**config.mk**
```make
export PLATFORM = sky130hd
export DESIGN_NAME = code_mem_arbiter
export DESIGN_NICKNAME = d
export VERILOG_FILES = /design/src/rtl/code_mem_arbiter.sv
export SDC_FILE = /design/constraint.sdc
export NUM_CORES = 1
export LEC_CHECK = 0
export CAP_MARGIN = 40
export CORE_ASPECT_RATIO = 0.6
export CORE_MARGIN = 5
export CORE_UTILIZATION = 30
export CTS_BUF_LIST = sky130_fd_sc_hd__clkbuf_8
export CTS_CLUSTER_DIAMETER = 50
export DETAILED_ROUTE_END_ITERATION = 6
export GPL_TIMING_DRIVEN = 0
export PLACE_DENSITY_LB_ADDON = 0.1
export SLEW_MARGIN = 20
export SYNTH_ARGS = -nofsm -noshare
export SYNTH_HDL_FRONTEND = slang
export SYNTH_SLANG_ARGS = --single-unit
```
**constraint.sdc**
```tcl
create_clock -name sysclk -period 2.2 [get_ports sysclk]
set_input_delay 0.44 -clock sysclk [delete_from_list [all_inputs] [get_ports sysclk]]
set_output_delay 0.44 -clock sysclk [all_outputs]
set_load 0.05 [all_outputs]
```
**src/rtl/code_mem_arbiter.sv**
```systemverilog
// code_mem_arbiter: shares one code RAM port between core fetch and a host loader.
// Core owns the port by default; the loader borrows it through req/grant.
module code_mem_arbiter #(
    parameter int IPR_WIDTH = 16,
    parameter int MAX_HOLD  = 16,
    parameter int MIN_CORE  = 4
) (
    input  logic                 sysclk,
    input  logic                 sysreset,
    input  logic [IPR_WIDTH-1:0] core_addr,
    output logic [15:0]          core_data,
    output logic                 core_ready,
    input  logic                 ldr_req,
    output logic                 ldr_grant,
    input  logic                 ldr_valid,
    input  logic                 ldr_we,
    input  logic [IPR_WIDTH-1:0] ldr_addr,
    input  logic [15:0]          ldr_wdata,
    output logic                 ldr_ack,
    output logic [15:0]          ldr_rdata,
    output logic                 ldr_err,
    output logic [IPR_WIDTH-1:0] mem_addr,
    output logic                 mem_we,
    output logic [15:0]          mem_wdata,
    input  logic [15:0]          mem_rdata
);

    typedef enum logic [1:0] {
        CORE,
        DRAIN,
        LOADER,
        RELEASE
    } state_t;

    localparam logic [7:0] GAP_MAX   = 8'(MIN_CORE);
    localparam logic [7:0] HOLD_LAST = 8'(MAX_HOLD - 1);

    state_t     state;
    logic [7:0] gap_cnt;
    logic [7:0] gap_nxt;
    logic [7:0] hold_cnt;
    logic       rd_pend;
    logic       accept;

    assign ldr_grant = (state == LOADER);
    assign accept    = ldr_valid & ldr_grant;

    // The current CORE cycle counts toward the gap, so the loader
    // is re-granted after exactly MIN_CORE core cycles.
    assign gap_nxt = (gap_cnt >= GAP_MAX) ? GAP_MAX : gap_cnt + 8'd1;

    assign core_data = mem_rdata;
    assign ldr_rdata = rd_pend ? mem_rdata : 16'h0000;
    assign mem_addr  = ldr_grant ? ldr_addr : core_addr;
    assign mem_we    = accept & ldr_we & ~sysreset;
    assign mem_wdata = ldr_grant ? ldr_wdata : 16'h0000;

    // Ownership FSM, gap/hold counters and registered handshake outputs.
    always_ff @(posedge sysclk) begin
        if (sysreset) begin
            state      <= CORE;
            gap_cnt    <= GAP_MAX;
            hold_cnt   <= 8'd0;
            core_ready <= 1'b0;
            ldr_ack    <= 1'b0;
            ldr_err    <= 1'b0;
            rd_pend    <= 1'b0;
        end else begin
            core_ready <= (state == CORE);
            ldr_ack    <= accept;
            rd_pend    <= accept & ~ldr_we;
            ldr_err    <= ldr_valid & ~ldr_grant;
            unique case (state)
                CORE: begin
                    gap_cnt <= gap_nxt;
                    if (ldr_req && gap_nxt >= GAP_MAX) begin
                        state <= DRAIN;
                    end
                end
                DRAIN: begin
                    hold_cnt <= 8'd0;
                    state    <= LOADER;
                end
                LOADER: begin
                    hold_cnt <= hold_cnt + 8'd1;
                    if (!ldr_req || hold_cnt == HOLD_LAST) begin
                        state <= RELEASE;
                    end
                end
                RELEASE: begin
                    gap_cnt <= 8'd0;
                    state   <= CORE;
                end
                default: state <= CORE;
            endcase
        end
    end

endmodule
```
# == Word level (Yosys, flattened, before mapping) ==
# Cells that the tools add are included.
# W data, S select, Z words.
# classes
addsub,2
n_mul,0
div,0
n_lt_le_gt_ge,2
n_eq_ne,6
n_shift,0
mux,9
n_bitwise,8
n_reduce_logical,7
# ops
operator,count
$mux W16,3
$pmux W8 S2,2
$add A8 B1 Y8 const B,2
$ge A8 B3 Y1 const B,2
$eq A8 B4 Y1 const B,1
$mux W8,1
$pmux W2 S4,1
$and A1 B1 Y1,5
$eq A2 B2 Y1 const B,2
$mux W2,2
$ne A2 B1 Y1 const B,2
$reduce_bool A2 Y1,2
$not A1 Y1,3
$eq A2 B1 Y1 const B,1
$logic_not A2 Y1,1
$reduce_and A2 Y1,1
$logic_and A1 B1 Y1,1
$logic_not A1 Y1,1
$logic_or A1 B1 Y1,1
# word_totals
reg_bits,22
latchBits,0
ramBits,0
romBits,0
inputBits,69
out_inout_bits,69
wordCells,41
n_memories,0

# == Logic depth before layout (Yosys ltp) ==
# Gate-level depths: netlist of the first run.
# logic_depth
depth_word,6
depth_mapped,7
mapped_depth_nobuf,6

# == Worst setup path before layout of the first run ==
# OpenSTA, ideal clock, no wires.
# synth_timing
path_type,register to output
startpoint,register state[0]
endpoint,output mem_addr[10]
t_arrival_ns,2.072
required_ns,1.760
path_slack_ns,-0.312
stages_incl_launch_ff,6
n_path_buf,2
cell_sequence,dfxtp_1 > inv_1 > ha_1 > clkbuf_1 > clkbuf_1 > mux2_2
# synth_via
elab_chain_cells,2
# synth_rtl
element,line,source
from (decl),38,state_t state;
from (signal assigned),61,state <= CORE;
from (signal assigned),77,state <= DRAIN;
from (signal assigned),82,state <= LOADER;
$eq A2 B2 Y1,45,assign ldr_grant = (state == LOADER);
via ldr_grant,14,"output logic ldr_grant,"
$mux W16,54,assign mem_addr = ldr_grant ? ldr_addr : core_addr;
to (decl),22,"output logic [IPR_WIDTH-1:0] mem_addr,"
# The timed path passes the listed nets, and every way through them passes these cells.

# == Worst setup path after layout of the first run ==
# layout_timing
startpoint,register state[0]
endpoint,output ldr_grant
# layout_via
elab_chain_cells,1
# layout_rtl
element,line
$eq A2 B2 Y1,45
to (decl),14
# Every way passes these cells.

==> impl_metrics.json, run 1 <==
{
  "status": "finished, final reports clean",
  "ys_ff_latch": 22,
  "die_w_um": 98.7,
  "cts_sinks": 22,
  "htree_num_levels": 1,
  "final_area_um2": 2760,
  "via_count": 1606,
  "hold_viol_final": 0,
  "whs_endpoint": "gap_cnt[1]",
  "drt_iter0_drc": 52,
  "vias_per_cell": 4.39,
  "rrSetupSlack_ps": 290,
  "worst-endpoint-arrival_ps": 1690,
  "slowest_delay_ps": 810,
  "vdd_drop_max_mv": 0.530,
  "clock.fmax_mhz": 470,
  "n_antenna_cell": 0,
  "drv_slew": 0,
  "core_area_um2": 4560,
  "synth_cells": 163,
  "netlist_top_cells_count": "and2_1, dfxtp_1, mux2_2, buf_4",
  "synth_top_flop_cell": "dfxtp_1",
  "postRouteAntennaNets": 0,
  "drc": 0,
  "place_ws_ps": -453,
  "grt_use_total_pct": 15.6,
  "clockBufferDepth": 2,
  "startpoint_type": "register",
  "postPlaceCellArea_um2": 2860,
  "gr-total-overflow": 0,
  "finalWeightedCongestion": 0.768,
  "rows": 19,
  "cp.required_ps": 1760,
  "worst_hold_slack_ps": 484,
  "worst_slack_ps": 73.9,
  "ff2ff_path_depth": 6,
  "area_growth_pct": 95.0,
  "dr.pass1.iters": 4,
  "io_pins": 138,
  "p_total_mw": 2.48,
  "routed_wl_um": 5170,
  "cp-end-kind": "output port",
  "min_period_ps": 2130,
  "yosysMostFrequentCell": "and2_1",
  "start_util_pct": 31.0,
  "synth.area.top_cells": "dfxtp_1, and2_1, mux2_2",
  "crit_slowest_cell": "clkdlybuf4s50_1",
  "dieArea_um2": 6240,
  "synthesis.nets": 238,
  "critical_path.top_delay_family": "buffers and inverters",
  "slew_headroom_pct": 63.5,
  "synth.top_cell.area_share_pct": 31.1,
  "ys_types": 28,
  "worstPathCellList": "inv_1, ha_2, clkdlybuf4s50_1",
  "antenna_found_initial": 0,
  "grt_pass1_vias": 1642,
  "finalSetupViolCount": 0,
  "synth.largest_area_cell": "dfxtp_1",
  "cts_setup_buffers": 0,
  "powerDensity_nw_per_um2": 898,
  "finalCritPeriodShare_pct": 96.6,
  "syn_area_per_cell_um2": 8.68,
  "synth_edf_count": 0,
  "critical_path.reg2reg.startpoint": "state[1]",
  "clock-skew-final_ps": 1.99,
  "worstPathMaxFanout": 3,
  "cts.clk_slew.worst_paths_ps": 70,
  "path_buf_inv": 2,
  "grt_max_degree": 12,
  "clk_latency_ps": 260,
  "hold-path-cell-count": 2,
  "cts_buffers": 3,
  "maxCapViolations": 0,
  "crit_type": "register to output port",
  "tns_ps": 0,
  "power.leakage_nw": 1.28,
  "synth_warnings": 0,
  "cts_root_buf": "clkbuf_8",
  "drive_gt1_share_pct": 28.1,
  "layout.nets": 380,
  "wl_per_cell_um": 14.1,
  "numPortBuffers": 136,
  "synthArstFlopShare_pct": 0,
  "worst_slew_pin_slew_ps": 544,
  "reg2reg_to": "hold_cnt[7]",
  "syn_area_um2": 1420,
  "yosysSeqAreaShare_pct": 31.1,
  "hpwl_um": 4400,
  "grt_pass1_wl_um": 7890,
  "tritoncts": "done",
  "hold_class": "register to register",
  "die_y_um": 63.2,
  "worstHoldStart": "gap_cnt[1]",
  "fill_cells": 430
}
-- worst min-delay path, cell delays in order (launching register included) --
cell	delay [ps]
dfxtp_1	330
nand2_1	60
a21oi_1	50
-- through the flow --
| step | cells | util (%) |
|---|---|---|
| 3_3_place_gp | 362 | 62.7 |
| 4_1_cts | 365 | 62.8 |
| 6_report | 366 | 60.4 |
| 2_1_floorplan | 163 | - |
| 3_5_place_dp | 362 | 62.7 |
| 5_1_grt | 366 | 60.4 |
-- worst max path at each step --
| stage | startpoint | to | slack [ps] | depth (start not counted) |
|---|---|---|---|---|
| after floorplan | state[0] | mem_addr[10] | 50 | 5 |
| after global placement | state[0] | mem_addr[10] | -440 | 6 |
| after detailed placement | state[0] | mem_addr[7] | -450 | 6 |
| after CTS | state[0] | mem_addr[7] | -0.2 | 6 |
| after global routing | state[0] | ldr_grant | -0.7 | 3 |
| final | state[0] | ldr_grant | 70 | 3 |
-- registers in the layout (all words and copies together) (netlist names) --
register / cells
core_ready: 1
gap_cnt: 8
hold_cnt: 8
ldr_ack: 1
ldr_err: 1
rd_pend: 1
state: 2
-- kinds of logic (layout without fill, tap and decap cells) --
family,after synthesis,count (layout),share of synthesized area [%]
fa+ha+maj,6,6,5.30
flops,22,22,31.1
xor+xnor,5,5,3.09
buf+inv,30,170,12.2
mux,18,18,14.2
simple gates,69,69,28.6
compound gates,13,13,5.48
-- repair_timing --
action / in CTS / in global routing
endpoints found under the setup margin: 65 / 42
hold buffers: 0 / 0
gates cloned: 0 / 1
pin swaps: 0 / 0
gates resized for setup: 161 / 66
-- cell usage in the layout (no fill, tap or decap), types with 6 or more instances in the layout --
cell,count
inv_1,6
clkbuf_2,17
nand2_1,6
dfxtp_1,22
and3_1,7
mux2_2,17
clkdlybuf4s50_1,71
buf_6,6
buf_4,20
dlygate4sd2_1,22
nor2_1,8
buf_2,17
and2_1,33
a21oi_1,7
-- per-layer routing --
metal / GRT usage (%) / vias to the layer above / part of all wire [%]
li1: - / 812 / -
met2: 30.6 / 80 / 53
met4: 4.26 / 0 / 1.7
met1: 15.6 / 706 / 36
met3: 5.51 / 8 / 9.1
met5: 0 / - / 0
-- final cells by class --
| type | count | area, um^2 | area share, % |
|---|---|---|---|
| Tap cell | 63 | 78.8 | 2.86 |
| Clock buffer | 3 | 41.3 | 1.50 |
| Timing Repair Buffer | 137 | 1200 | 43.4 |
| Sequential cell | 22 | 440 | 16.0 |
| Buffer | 24 | 175 | 6.35 |
| Inverter | 6 | 22.5 | 0.816 |
| Multi-Input combinational cell | 111 | 805 | 29.2 |
-- power by group --
group / switching (mW) / leakage [nW] / internal, mW
sequential: 0.0300 / 0.179 / 0.445
combinational: 1.12 / 1.08 / 0.642
clock: 0.117 / 0.0216 / 0.122
(Power assumes the default switching activity.)
==> inputs of run 2 (changes only) <==
Settings changed: CAP_MARGIN 40 to 20, MAX_ROUTING_LAYER set to met4.
==> run 2 against run 1 <==
  * Fmax about the same
  * Critical endpoint unchanged
  * Clock power hardly changed
  * Highest routed layer unchanged
  * Sequential share of layout area did not move
  * Wire length rose by 0.25%
  * Worst setup slack got worse by 0.55 ps
  * Hold slack is essentially flat
  * Sequential cell count stayed put
  * Count of clock-buffer cells in the layout is the same
  * Global-route usage up 0.44 points
  * Register-to-register slack barely moved
==> impl_metrics.json, run 2 (synthesis gave the netlist of run 1 again) <==
{
  "clk_latency_ps": 260,
  "slew_headroom_pct": 64.4,
  "worstPathMaxFanout": 3,
  "worst_slew_pin_slew_ps": 530,
  "area_growth_pct": 95.0,
  "grt_max_degree": 12,
  "cts_buffers": 3,
  "combPwrFrac_pct": 71.2,
  "clockBufferDepth": 2,
  "cts.clk_slew.worst_paths_ps": 70,
  "layout_commonest_cell": "clkdlybuf4s50_1",
  "cts_root_buf": "clkbuf_8",
  "tns_ps": 0,
  "critPathLaunch": "state[0]",
  "status": "finished, final reports clean",
  "wl_per_cell_um": 14.2,
  "hold_viol_final": 0,
  "finalWeightedCongestion": 0.778,
  "start_util_pct": 31.0,
  "gr-total-overflow": 0,
  "finalCritPeriodShare_pct": 96.7,
  "grt_pass1_vias": 1645,
  "critical_path.reg2reg.startpoint": "state[1]",
  "core_area_um2": 4560,
  "drt_iter0_drc": 51,
  "tritoncts": "done",
  "cts_sinks": 22,
  "die_y_um": 63.2,
  "power_frac_clock_pct": 9.6,
  "hold-path-cell-count": 2,
  "cp-end-kind": "output port",
  "die_w_um": 98.7,
  "slowest_delay_ps": 810,
  "vias_per_cell": 4.39,
  "p_sw_share_pct": 51.2,
  "dieArea_um2": 6240,
  "drc": 0,
  "cp.required_ps": 1760,
  "worstPathCellList": "inv_1, ha_2, clkdlybuf4s50_1",
  "p_total_mw": 2.48,
  "routed_wl_um": 5180,
  "reg2reg_to": "hold_cnt[7]",
  "drive_gt1_share_pct": 28.1,
  "rrSetupSlack_ps": 280,
  "whs_endpoint": "gap_cnt[1]",
  "switching_power_mw": 1.27,
  "maxCapViolations": 0,
  "cts_hold_buf": 0,
  "hpwl_um": 4400,
  "rows": 19,
  "grt_use_total_pct": 16.1,
  "crit_slowest_cell": "clkdlybuf4s50_1",
  "numPortBuffers": 136,
  "crit_type": "register to output port",
  "via_count": 1605,
  "final_cell_mix": "clkdlybuf4s50_1, and2_1, dfxtp_1, dlygate4sd2_1, buf_4",
  "grt_pass1_wl_um": 7880,
  "min_period_ps": 2130,
  "fill_cells": 430,
  "worstHoldStart": "gap_cnt[1]",
  "worst-endpoint-arrival_ps": 1690,
  "power.leakage_nw": 1.28,
  "n_antenna_cell": 0,
  "postRouteAntennaNets": 0,
  "reg_top3": "gap_cnt (8), hold_cnt (8), state (2)",
  "htree_num_levels": 1,
  "dr.pass1.iters": 4,
  "powerDensity_nw_per_um2": 899,
  "clock-skew-final_ps": 1.71,
  "vdd_drop_max_mv": 0.530,
  "antenna_found_initial": 0,
  "clock.fmax_mhz": 470,
  "layout.nets": 380,
  "power.internal_mw": 1.21,
  "drv_slew": 0,
  "p_seq_share_pct": 19.2,
  "startpoint_type": "register",
  "hold_class": "register to register",
  "io_pins": 138,
  "ff2ff_path_depth": 6,
  "finalSetupViolCount": 0
}
run 2: cell counts in the layout (fill, tap and decap cells not counted):
Identical to the previous run, type by type.
run 2: cell type report:
class	instances	area, um^2	share of cell area (%)
repair buffers	137	1200	43.4
plain buffers	24	175	6.35
multi-input cells	111	805	29.2
flip-flops and latches	22	440	16.0
inverters	6	22.5	0.816
clock buffers	3	41.3	1.50
well taps	63	78.8	2.86
run 2: worst max-delay path by stage:
stage	cells past startpoint	endpoint	slack, ps
2_1_floorplan	5	mem_addr[10]	50
3_3_place_gp	6	mem_addr[10]	-440
6_report	3	ldr_grant	70
4_1_cts	6	mem_addr[7]	-0.2
3_5_place_dp	6	mem_addr[7]	-450
5_1_grt	3	ldr_grant	-0.7
run 2: critical path, delay by kind of cell, from the launching register on:
kind / cells / cell delay (ps)
buffers and inverters: 2 / 890
adders and majority gates: 1 / 210
DFF: 1 / 330
run 2: per-stage QoR:
step	setup slack (ps)	util [%]	hold slack [ps]	cells	cell area [um^2]
after floorplan	54.9	-	435	163	1420
after global placement	-437	62.7	453	362	2860
after detailed placement	-453	62.7	454	362	2860
after CTS	-0.174	62.8	476	365	2870
after global routing	-0.742	60.4	494	366	2760
final	73.4	60.4	484	366	2760
run 2: repair_timing:
action / in CTS / in global routing
cloned: 0 / 1
setup buffers: 0 / 0
resized for setup: 161 / 66
setup endpoints to repair: 65 / 42
run 2: per-layer routing:
layer | global-route usage (%) | up-vias | part of all wire (%)
li1 | - | 810 | -
met1 | 16.1 | 709 | 37
met2 | 30.6 | 78 | 53
met3 | 4.63 | 8 | 8.2
met4 | 4.26 | 0 | 1.7
met5 | - | - | 0
run 2: power by group through the flow:
stage | clock, mW | combinational, mW | sequential [mW]
after global placement | 0 | 1.77 | 0.481
after global routing | 0.272 | 1.86 | 0.480
final | 0.238 | 1.77 | 0.476
after detailed placement | 0 | 1.78 | 0.483
after floorplan | 0 | 1.15 | 0.521
after CTS | 0.248 | 1.75 | 0.474
